==> src/rtl/median_uart_tx.sv <==
// median_uart_tx: buffers 16-bit median samples in a small FIFO and sends
// each one as two 8N1 UART frames, high byte first, with no gap between the
// two frames of a word or between consecutive queued words.
module median_uart_tx #(
  parameter int CLKS_PER_BIT = 868,
  parameter int FIFO_DEPTH   = 4
) (
  input  logic        clk,
  input  logic        rst,
  input  logic [15:0] median,
  input  logic        median_en,
  output logic        tx,
  output logic        busy,
  output logic        overflow
);

  localparam int PTR_W = $clog2(FIFO_DEPTH);
  localparam int CNT_W = PTR_W + 1;
  localparam logic [15:0]      BAUD_LAST = 16'(CLKS_PER_BIT - 1);
  localparam logic [15:0]      BAUD_ONE  = 16'd1;
  localparam logic [CNT_W-1:0] CNT_FULL  = CNT_W'(FIFO_DEPTH);
  localparam logic [CNT_W-1:0] CNT_ONE   = CNT_W'(1);
  localparam logic [PTR_W-1:0] PTR_ONE   = PTR_W'(1);

  typedef enum logic [1:0] {
    S_IDLE,
    S_START,
    S_DATA,
    S_STOP
  } state_t;

  // FSM / shifter state
  state_t      state_q;
  logic [15:0] baud_q;
  logic [2:0]  bit_cnt_q;
  logic        byte_sel_q;
  logic [7:0]  shift_q;
  logic [15:0] hold_q;
  logic        tx_q;

  // FIFO state
  logic [15:0]      mem_q [FIFO_DEPTH];
  logic [PTR_W-1:0] wr_ptr_q;
  logic [PTR_W-1:0] rd_ptr_q;
  logic [CNT_W-1:0] count_q;
  logic [CNT_W-1:0] count_d;

  // Status registers
  logic busy_q;
  logic busy_d;
  logic ovf_q;

  logic        baud_end;
  logic        fifo_nonempty;
  logic        pop;
  logic        push;
  logic        going_idle;
  logic [15:0] rd_word;

  // Pop/push decisions and next FIFO occupancy; a pop only happens when the
  // FSM leaves IDLE or finishes the low-byte stop bit, so the holding
  // register is reloaded only once the previous word is fully on the line.
  always_comb begin
    baud_end      = (baud_q == BAUD_LAST);
    fifo_nonempty = (count_q != '0);
    rd_word       = mem_q[rd_ptr_q];
    pop           = 1'b0;
    going_idle    = 1'b0;
    case (state_q)
      S_IDLE: begin
        pop        = fifo_nonempty;
        going_idle = !fifo_nonempty;
      end
      S_STOP: begin
        if (baud_end && byte_sel_q) begin
          pop        = fifo_nonempty;
          going_idle = !fifo_nonempty;
        end
      end
      default: begin
        pop        = 1'b0;
        going_idle = 1'b0;
      end
    endcase
    // A full FIFO still accepts a word when a slot frees up on the same edge.
    push    = median_en && ((count_q != CNT_FULL) || pop);
    count_d = count_q;
    if (push && !pop) begin
      count_d = count_q + CNT_ONE;
    end else if (pop && !push) begin
      count_d = count_q - CNT_ONE;
    end
    busy_d = !going_idle || (count_d != '0);
  end

  // FIFO storage; contents need no reset since the count marks validity.
  always_ff @(posedge clk) begin
    if (push) begin
      mem_q[wr_ptr_q] <= median;
    end
  end

  // FIFO pointers and occupancy; pointers wrap naturally at FIFO_DEPTH.
  always_ff @(posedge clk or posedge rst) begin
    if (rst) begin
      wr_ptr_q <= '0;
      rd_ptr_q <= '0;
      count_q  <= '0;
    end else begin
      if (push) begin
        wr_ptr_q <= wr_ptr_q + PTR_ONE;
      end
      if (pop) begin
        rd_ptr_q <= rd_ptr_q + PTR_ONE;
      end
      count_q <= count_d;
    end
  end

  // UART framing FSM: every bit (start, data, stop) lasts CLKS_PER_BIT clocks
  // because the baud counter restarts on each bit boundary.
  always_ff @(posedge clk or posedge rst) begin
    if (rst) begin
      state_q    <= S_IDLE;
      baud_q     <= '0;
      bit_cnt_q  <= '0;
      byte_sel_q <= 1'b0;
      shift_q    <= '0;
      hold_q     <= '0;
      tx_q       <= 1'b1;
    end else begin
      case (state_q)
        S_IDLE: begin
          if (pop) begin
            hold_q     <= rd_word;
            shift_q    <= rd_word[15:8];
            byte_sel_q <= 1'b0;
            baud_q     <= '0;
            tx_q       <= 1'b0;
            state_q    <= S_START;
          end
        end
        S_START: begin
          if (baud_end) begin
            baud_q    <= '0;
            bit_cnt_q <= '0;
            tx_q      <= shift_q[0];
            state_q   <= S_DATA;
          end else begin
            baud_q <= baud_q + BAUD_ONE;
          end
        end
        S_DATA: begin
          if (baud_end) begin
            baud_q <= '0;
            if (bit_cnt_q == 3'd7) begin
              tx_q    <= 1'b1;
              state_q <= S_STOP;
            end else begin
              shift_q   <= {1'b0, shift_q[7:1]};
              tx_q      <= shift_q[1];
              bit_cnt_q <= bit_cnt_q + 3'd1;
            end
          end else begin
            baud_q <= baud_q + BAUD_ONE;
          end
        end
        S_STOP: begin
          if (baud_end) begin
            baud_q <= '0;
            if (!byte_sel_q) begin
              // High byte done: low byte follows with no idle gap.
              shift_q    <= hold_q[7:0];
              byte_sel_q <= 1'b1;
              tx_q       <= 1'b0;
              state_q    <= S_START;
            end else if (pop) begin
              hold_q     <= rd_word;
              shift_q    <= rd_word[15:8];
              byte_sel_q <= 1'b0;
              tx_q       <= 1'b0;
              state_q    <= S_START;
            end else begin
              tx_q    <= 1'b1;
              state_q <= S_IDLE;
            end
          end else begin
            baud_q <= baud_q + BAUD_ONE;
          end
        end
        default: begin
          tx_q    <= 1'b1;
          state_q <= S_IDLE;
        end
      endcase
    end
  end

  // Registered status: busy reflects next-cycle FSM/FIFO state, overflow
  // pulses for one cycle after a dropped strobe.
  always_ff @(posedge clk or posedge rst) begin
    if (rst) begin
      busy_q <= 1'b0;
      ovf_q  <= 1'b0;
    end else begin
      busy_q <= busy_d;
      ovf_q  <= median_en && !push;
    end
  end

  assign tx       = tx_q;
  assign busy     = busy_q;
  assign overflow = ovf_q;

endmodule
==> config.mk <==
export PLATFORM = sky130hd
export DESIGN_NAME = median_uart_tx
export DESIGN_NICKNAME = d
export VERILOG_FILES = /design/src/rtl/median_uart_tx.sv
export SDC_FILE = /design/constraint.sdc
export NUM_CORES = 1
export LEC_CHECK = 0
export ABC_AREA = 1
export ABC_CLOCK_PERIOD_IN_PS = 2700
export BUFFER_PORTS_ARGS = -buffer_cell sky130_fd_sc_hd__buf_2
export CAP_MARGIN = 20
export CORE_MARGIN = 2
export CORE_UTILIZATION = 35
export DETAILED_ROUTE_END_ITERATION = 10
export PLACE_DENSITY = 0.51
export SETUP_SLACK_MARGIN = 0.2
export SLEW_MARGIN = 0
export SYNTH_ARGS = -nofsm -noshare
export SYNTH_HDL_FRONTEND = slang
export SYNTH_SLANG_ARGS = --single-unit
export TNS_END_PERCENT = 100
==> constraint.sdc <==
create_clock -name clk -period 2.7 [get_ports clk]
set_input_delay 0.135 -clock clk [delete_from_list [all_inputs] [get_ports clk]]
set_output_delay 0.135 -clock clk [all_outputs]
set_load 0.02 [all_outputs]
Word level (Yosys, flattened, before mapping)
Memory sizes are Yosys's and may differ from the RTL's.
Cells that the tools add are included.
{"block": "word_totals", "regBits": 56, "latch_bits": 0, "mem_bits_rw": 64, "rom_bits": 0, "inputBits": 19, "word_cells": 100, "memories": 1}
{"name": "mem_q", "depth": 4, "word_bits": 16, "read_ports": 1, "rd_ports_with_merged_regs": 0, "wr": 1, "line": "42", "text": "logic [15:0] mem_q [FIFO_DEPTH];"}
{"block": "classes", "addsub": 6, "multipliers": 0, "div": 0, "order_cmp": 0, "eq_ne": 13, "n_shift": 0, "n_mux": 44, "bitwise_logic": 0, "n_reduce_logical": 24}
{"operator": "$mux W16", "count": 5}
{"operator": "$pmux W16 S2", "count": 2}
{"operator": "$mux W8", "count": 5}
{"operator": "$pmux W8 S3", "count": 1}
{"operator": "$add A16 B1 Y16 const B", "count": 1}
{"operator": "$eq A16 B10 Y1 const B", "count": 1}
{"operator": "$mux W1", "count": 15}
{"operator": "$mux W3", "count": 5}
{"operator": "$ne A2 B2 Y1 const B", "count": 7}
{"operator": "$reduce_and A4 Y1", "count": 3}
{"operator": "$mux W2", "count": 5}
{"operator": "$reduce_bool A3 Y1", "count": 3}
{"operator": "$pmux W2 S4", "count": 1}
{"operator": "$add A3 B1 Y3 const B", "count": 2}
{"operator": "$pmux W1 S2", "count": 3}
{"operator": "$pmux W3 S2", "count": 1}
{"operator": "$reduce_and A3 Y1", "count": 2}
{"operator": "$logic_and A1 B1 Y1", "count": 5}
{"operator": "$reduce_and A5 Y1", "count": 1}
{"operator": "$add A2 B1 Y2 const B", "count": 2}
{"operator": "$eq A2 B2 Y1 const B", "count": 2}
{"operator": "$logic_not A1 Y1", "count": 4}
{"operator": "$pmux W1 S4", "count": 1}
{"operator": "$reduce_bool A2 Y1", "count": 2}
{"operator": "other kinds (7)", "count": 8}

Logic depth before layout (Yosys ltp)
{"block": "logic_depth", "depth_word": 12, "ltp_mapped": 14, "depth_no_buf": 14}

Worst setup path after synthesis
Ideal clock, no wire load.
{"block": "synth_path", "kind": "register to register", "from": "reg state_q[0]", "to": "mem mem_q[0][0] (enable)", "setup_time_ns": 0.389, "arrival_time_ns": 2.046, "setup_slack_ns": 0.265, "path_stages_with_launch": 8, "path_buffers": 0, "period_less_slack_ns": 2.435, "path_cell_list": "dfrtp_1 > inv_1 > ha_1 > nor2_8 > nand2_4 > nand3_1 > nand2_1 > nor2_1"}
{"block": "synth_via", "elab_chain_len": 6, "word_cells_on_any_way": 7}
{"item": "start: declaration", "line": "33", "text": "state_t state_q;"}
{"item": "start signal: assignment", "line": "124", "text": "state_q <= S_IDLE;"}
{"item": "start signal: assignment", "line": "140", "text": "state_q <= S_START;"}
{"item": "start signal: assignment", "line": "148", "text": "state_q <= S_DATA;"}
{"item": "$eq A2 B2 Y1 / $logic_not A2 Y1 (equally long branches)", "line": "69", "text": "case (state_q)"}
{"item": "$pmux W1 S2 *", "line": "69"}
{"item": "$logic_or A1 B1 Y1 *", "line": "86", "text": "push = median_en && ((count_q != CNT_FULL) || pop);"}
{"item": "$logic_and A1 B1 Y1 *", "line": "86"}
{"item": "$mux W1 *", "line": "98", "text": "if (push) begin"}
{"item": "$mux W1 (implied by the code) *", "line": "99", "text": "mem_q[wr_ptr_q] <= median;"}
{"item": "end: declaration", "line": "42"}
Mark *: on every way between the ends. The rest lies on a longest branch, timed or not.

Worst setup path after layout
{"block": "layout_path", "from": "reg state_q[0]", "to": "mem mem_q[2][0] (enable)"}
The elaborated chain is that of the path after synthesis.

==> results.sh <==
export IMPL_outcome="complete, no violations"
export IMPL_hold_viol_final=0
export IMPL_finalNonFillerCells=724
export IMPL_drive_gt1_frac=0.137
export IMPL_min_to="mem_q[1][0]"
export IMPL_maxCapViolCount=0
export IMPL_path_class="reg2reg"
export IMPL_final_area_sq_um=5910
export IMPL_r2r_end="mem_q[2][0]"
export IMPL_core_area_sq_um=14500
export IMPL_pre_cts_ws_ns=0.489
export IMPL_r2r_cells=8
export IMPL_place_area_sq_um=5480
export IMPL_post_cts_resized=0
export IMPL_layout_nets=569
export IMPL_start_util=0.356
export IMPL_yosysWarnings=0
export IMPL_hold_buffers=12
export IMPL_syn_num_nets=528
export IMPL_arrival_ns=2.28
export IMPL_grt_pass1_vias=3519
export IMPL_num_vias=3457
export IMPL_crit_fanout=16
export IMPL_post_cts_setup_buffers=0
export IMPL_ys_ff_latch=112
export IMPL_drcViolationCount=0
export IMPL_p_switching_mw=2.42
export IMPL_finalPower_mw=6.17
export IMPL_synthArstFlopShare=0.429
export IMPL_root_buffer="clkbuf_16"
export IMPL_reg2reg_from="state_q[0]"
export IMPL_fill_cells=1422
export IMPL_drtAntennaViolNets=0
export IMPL_cts_buffers=9
export IMPL_p_int_mw=3.75
export IMPL_p_seq_frac=0.404
export IMPL_row_count=44
export IMPL_grt_pass1_wl_mm=17.7
export IMPL_synth_enable_flop_cells=64
export IMPL_die_area_sq_um=15700
export IMPL_place_hpwl_mm=7.05
export IMPL_rrSetupSlack_ns=0.46
export IMPL_track_usage=0.143
export IMPL_combinationalPowerShare=0.392
export IMPL_drt_iter0_drc=208
export IMPL_port_buffers=21
export IMPL_wl_per_cell_microns=14.3
export IMPL_worst_slack_ns=0.462
export IMPL_antenna_cells=0
export IMPL_ir_worst_vdd_mv=0.418
export IMPL_swShare=0.392
export IMPL_seq_area_sq_um=3120
export IMPL_cts_root_to_sink_buffers=2
export IMPL_leakage_nw=2.47
export IMPL_clock_sinks=112
export IMPL_dp_cells=694
export IMPL_syn_inst=494
export IMPL_grt_overflow=0
export IMPL_ys_flop_type="edfxtp_1"
export IMPL_slew_headroom=0.389
export IMPL_wl_mm=10.4
export IMPL_antenna_found_initial=0
export IMPL_clk_pin_slew_ns=0.07
export IMPL_syn2layout_area_growth_pct=14.7
export IMPL_cp_end_kind="flip-flop"
export IMPL_multi_input_area_sq_um=1790
export IMPL_power_density_nw_per_um2=1050
export IMPL_fp_dieW_microns=125
export IMPL_cts_tree="done"
export IMPL_whs_ns=0.0187
export IMPL_pin_count=22
export IMPL_place_congestion=0.873
export IMPL_seq_area_frac_synth=0.607
export IMPL_ys_types=40
export IMPL_clockPowerShare=0.204
export IMPL_hold_class="in2reg"
export IMPL_final_util=0.408
export IMPL_critPathLaunchType="flip-flop"
export IMPL_syn_avg_cell_area_sq_um=10.4
export IMPL_whs_path_depth=1
export IMPL_drt_pass1_iterations=4
export IMPL_fin_crit_ns=2.24
export IMPL_fin_crit_sh=0.829
export IMPL_dieHeight_microns=125
export IMPL_insertion_delay_ns=0.36
export IMPL_drv_slew=0
export IMPL_grt_max_degree=49
export IMPL_setup_tns_ns=0
export IMPL_via_per_inst=4.77
export IMPL_fmax_ghz=0.447
export IMPL_worst_pin_slew_ns=0.916
export IMPL_htreeDepth=3
export IMPL_syn_area_sq_um=5150
export IMPL_finClkSkew_ns=0.00830
export IMPL_crit_required_ns=2.74
export IMPL_setup_viol_count_final=0
export IMPL_min_delay_start="median[0]"
export IMPL_rsz0062_at_grt="no"
==> metal layers <==
metal	wire, microns	GRT usage
met5	0	0
met4	149	0.0412
met3	371	0.0441
met2	4820	0.226
met1	5040	0.190
==> cell families after synthesis <==
| kind of cell | after synthesis | synth area share |
|---|---|---|
| simple gates | 225 | 0.193 |
| flops | 112 | 0.607 |
| compound gates | 70 | 0.0850 |
| buf+inv | 59 | 0.0466 |
| fa+ha+maj | 15 | 0.0364 |
| mux | 8 | 0.0233 |
| xor+xnor | 5 | 0.00850 |
==> critical path, stage by stage (launching register included) <==
cell     delay, ns
dfrtp_1       0.42
inv_1         0.10
ha_1          0.40
nor2_8        0.20
nand2_4       0.10
nand3_1       0.09
nand2_1       0.17
nor2_1        0.16
buf_4         0.28
==> power by group through the flow <==
stage / registers (mW) / clock network, mW / logic [mW]
detailed placement: 2.53 / 0 / 2.43
global placement: 2.52 / 0 / 2.41
CTS: 2.50 / 1.31 / 2.45
floorplan: 2.41 / 0 / 1.92
global route: 2.55 / 1.36 / 2.75
finish: 2.50 / 1.26 / 2.42
==> placed cells by master, fill, tap and decap left out, drive strengths merged <==
cell type and instances:
inv 46, nor3b 1, nand3 23, clkinv 2
o21bai 1, dlygate4sd3 13, mux2 8, nand4 4
clkbuf 11, o21ai 31, o21a 1, o32ai 15
nor2 91, dfrtp 47, edfxtp 64, xor2 5
ha 15, buf 31, clkinvlp 2, o2111ai 1
a22o 3, a31oi 2, dfstp 1, nand2 98
a21oi 14, nor4 1, nor3 7, o211ai 2
==> cells in the mapped netlist (2+ instances only) <==
cell,number,share of area
nor2_4,3,0.0066
nor2_2,6,0.0073
nand4_1,4,0.0049
o32ai_1,15,0.026
clkbuf_1,10,0.0073
nand3_1,22,0.021
nand2_1,94,0.069
o21ai_1,2,0.0019
inv_1,42,0.031
o211ai_1,2,0.0029
a21oi_1,14,0.014
o21ai_0,28,0.027
a22o_1,3,0.0051
nor3_1,6,0.0058
nand2_4,2,0.0044
edfxtp_1,64,0.37
a31oi_1,2,0.0024
buf_2,2,0.0019
ha_1,15,0.036
nor2_1,81,0.059
mux2_4,8,0.023
xor2_1,5,0.0085
dfrtp_1,47,0.23
==> layout make-up <==
class / count / share of cell area
Tap cell: 184 / 0.0390
Inverter: 45 / 0.0288
Timing Repair Buffer: 44 / 0.0546
Sequential cell: 112 / 0.529
Multi-Input combinational cell: 323 / 0.302
Clock inverter: 5 / 0.00699
Clock buffer: 11 / 0.0394
==> state kept, by name, indices dropped and copies added, names as in the netlist, 3 cells and up <==
signal     count
bit_cnt_q      3
hold_q         8
mem_q         64
count_q        3
shift_q        8
baud_q        16
==> how the worst max path moves through the flow <==
stage,start,end,slack (ns),cells past startpoint
finish,state_q[0],mem_q[2][0],0.46,8
global route,state_q[0],mem_q[1][15],0.24,10
CTS,state_q[0],mem_q[2][0],0.47,8
detailed placement,state_q[0],mem_q[2][3],0.49,8
global placement,state_q[0],mem_q[0][0],0.55,8
floorplan,state_q[0],mem_q[0][0],0.27,7
Note: power is estimated with default switching activity, not from simulation.
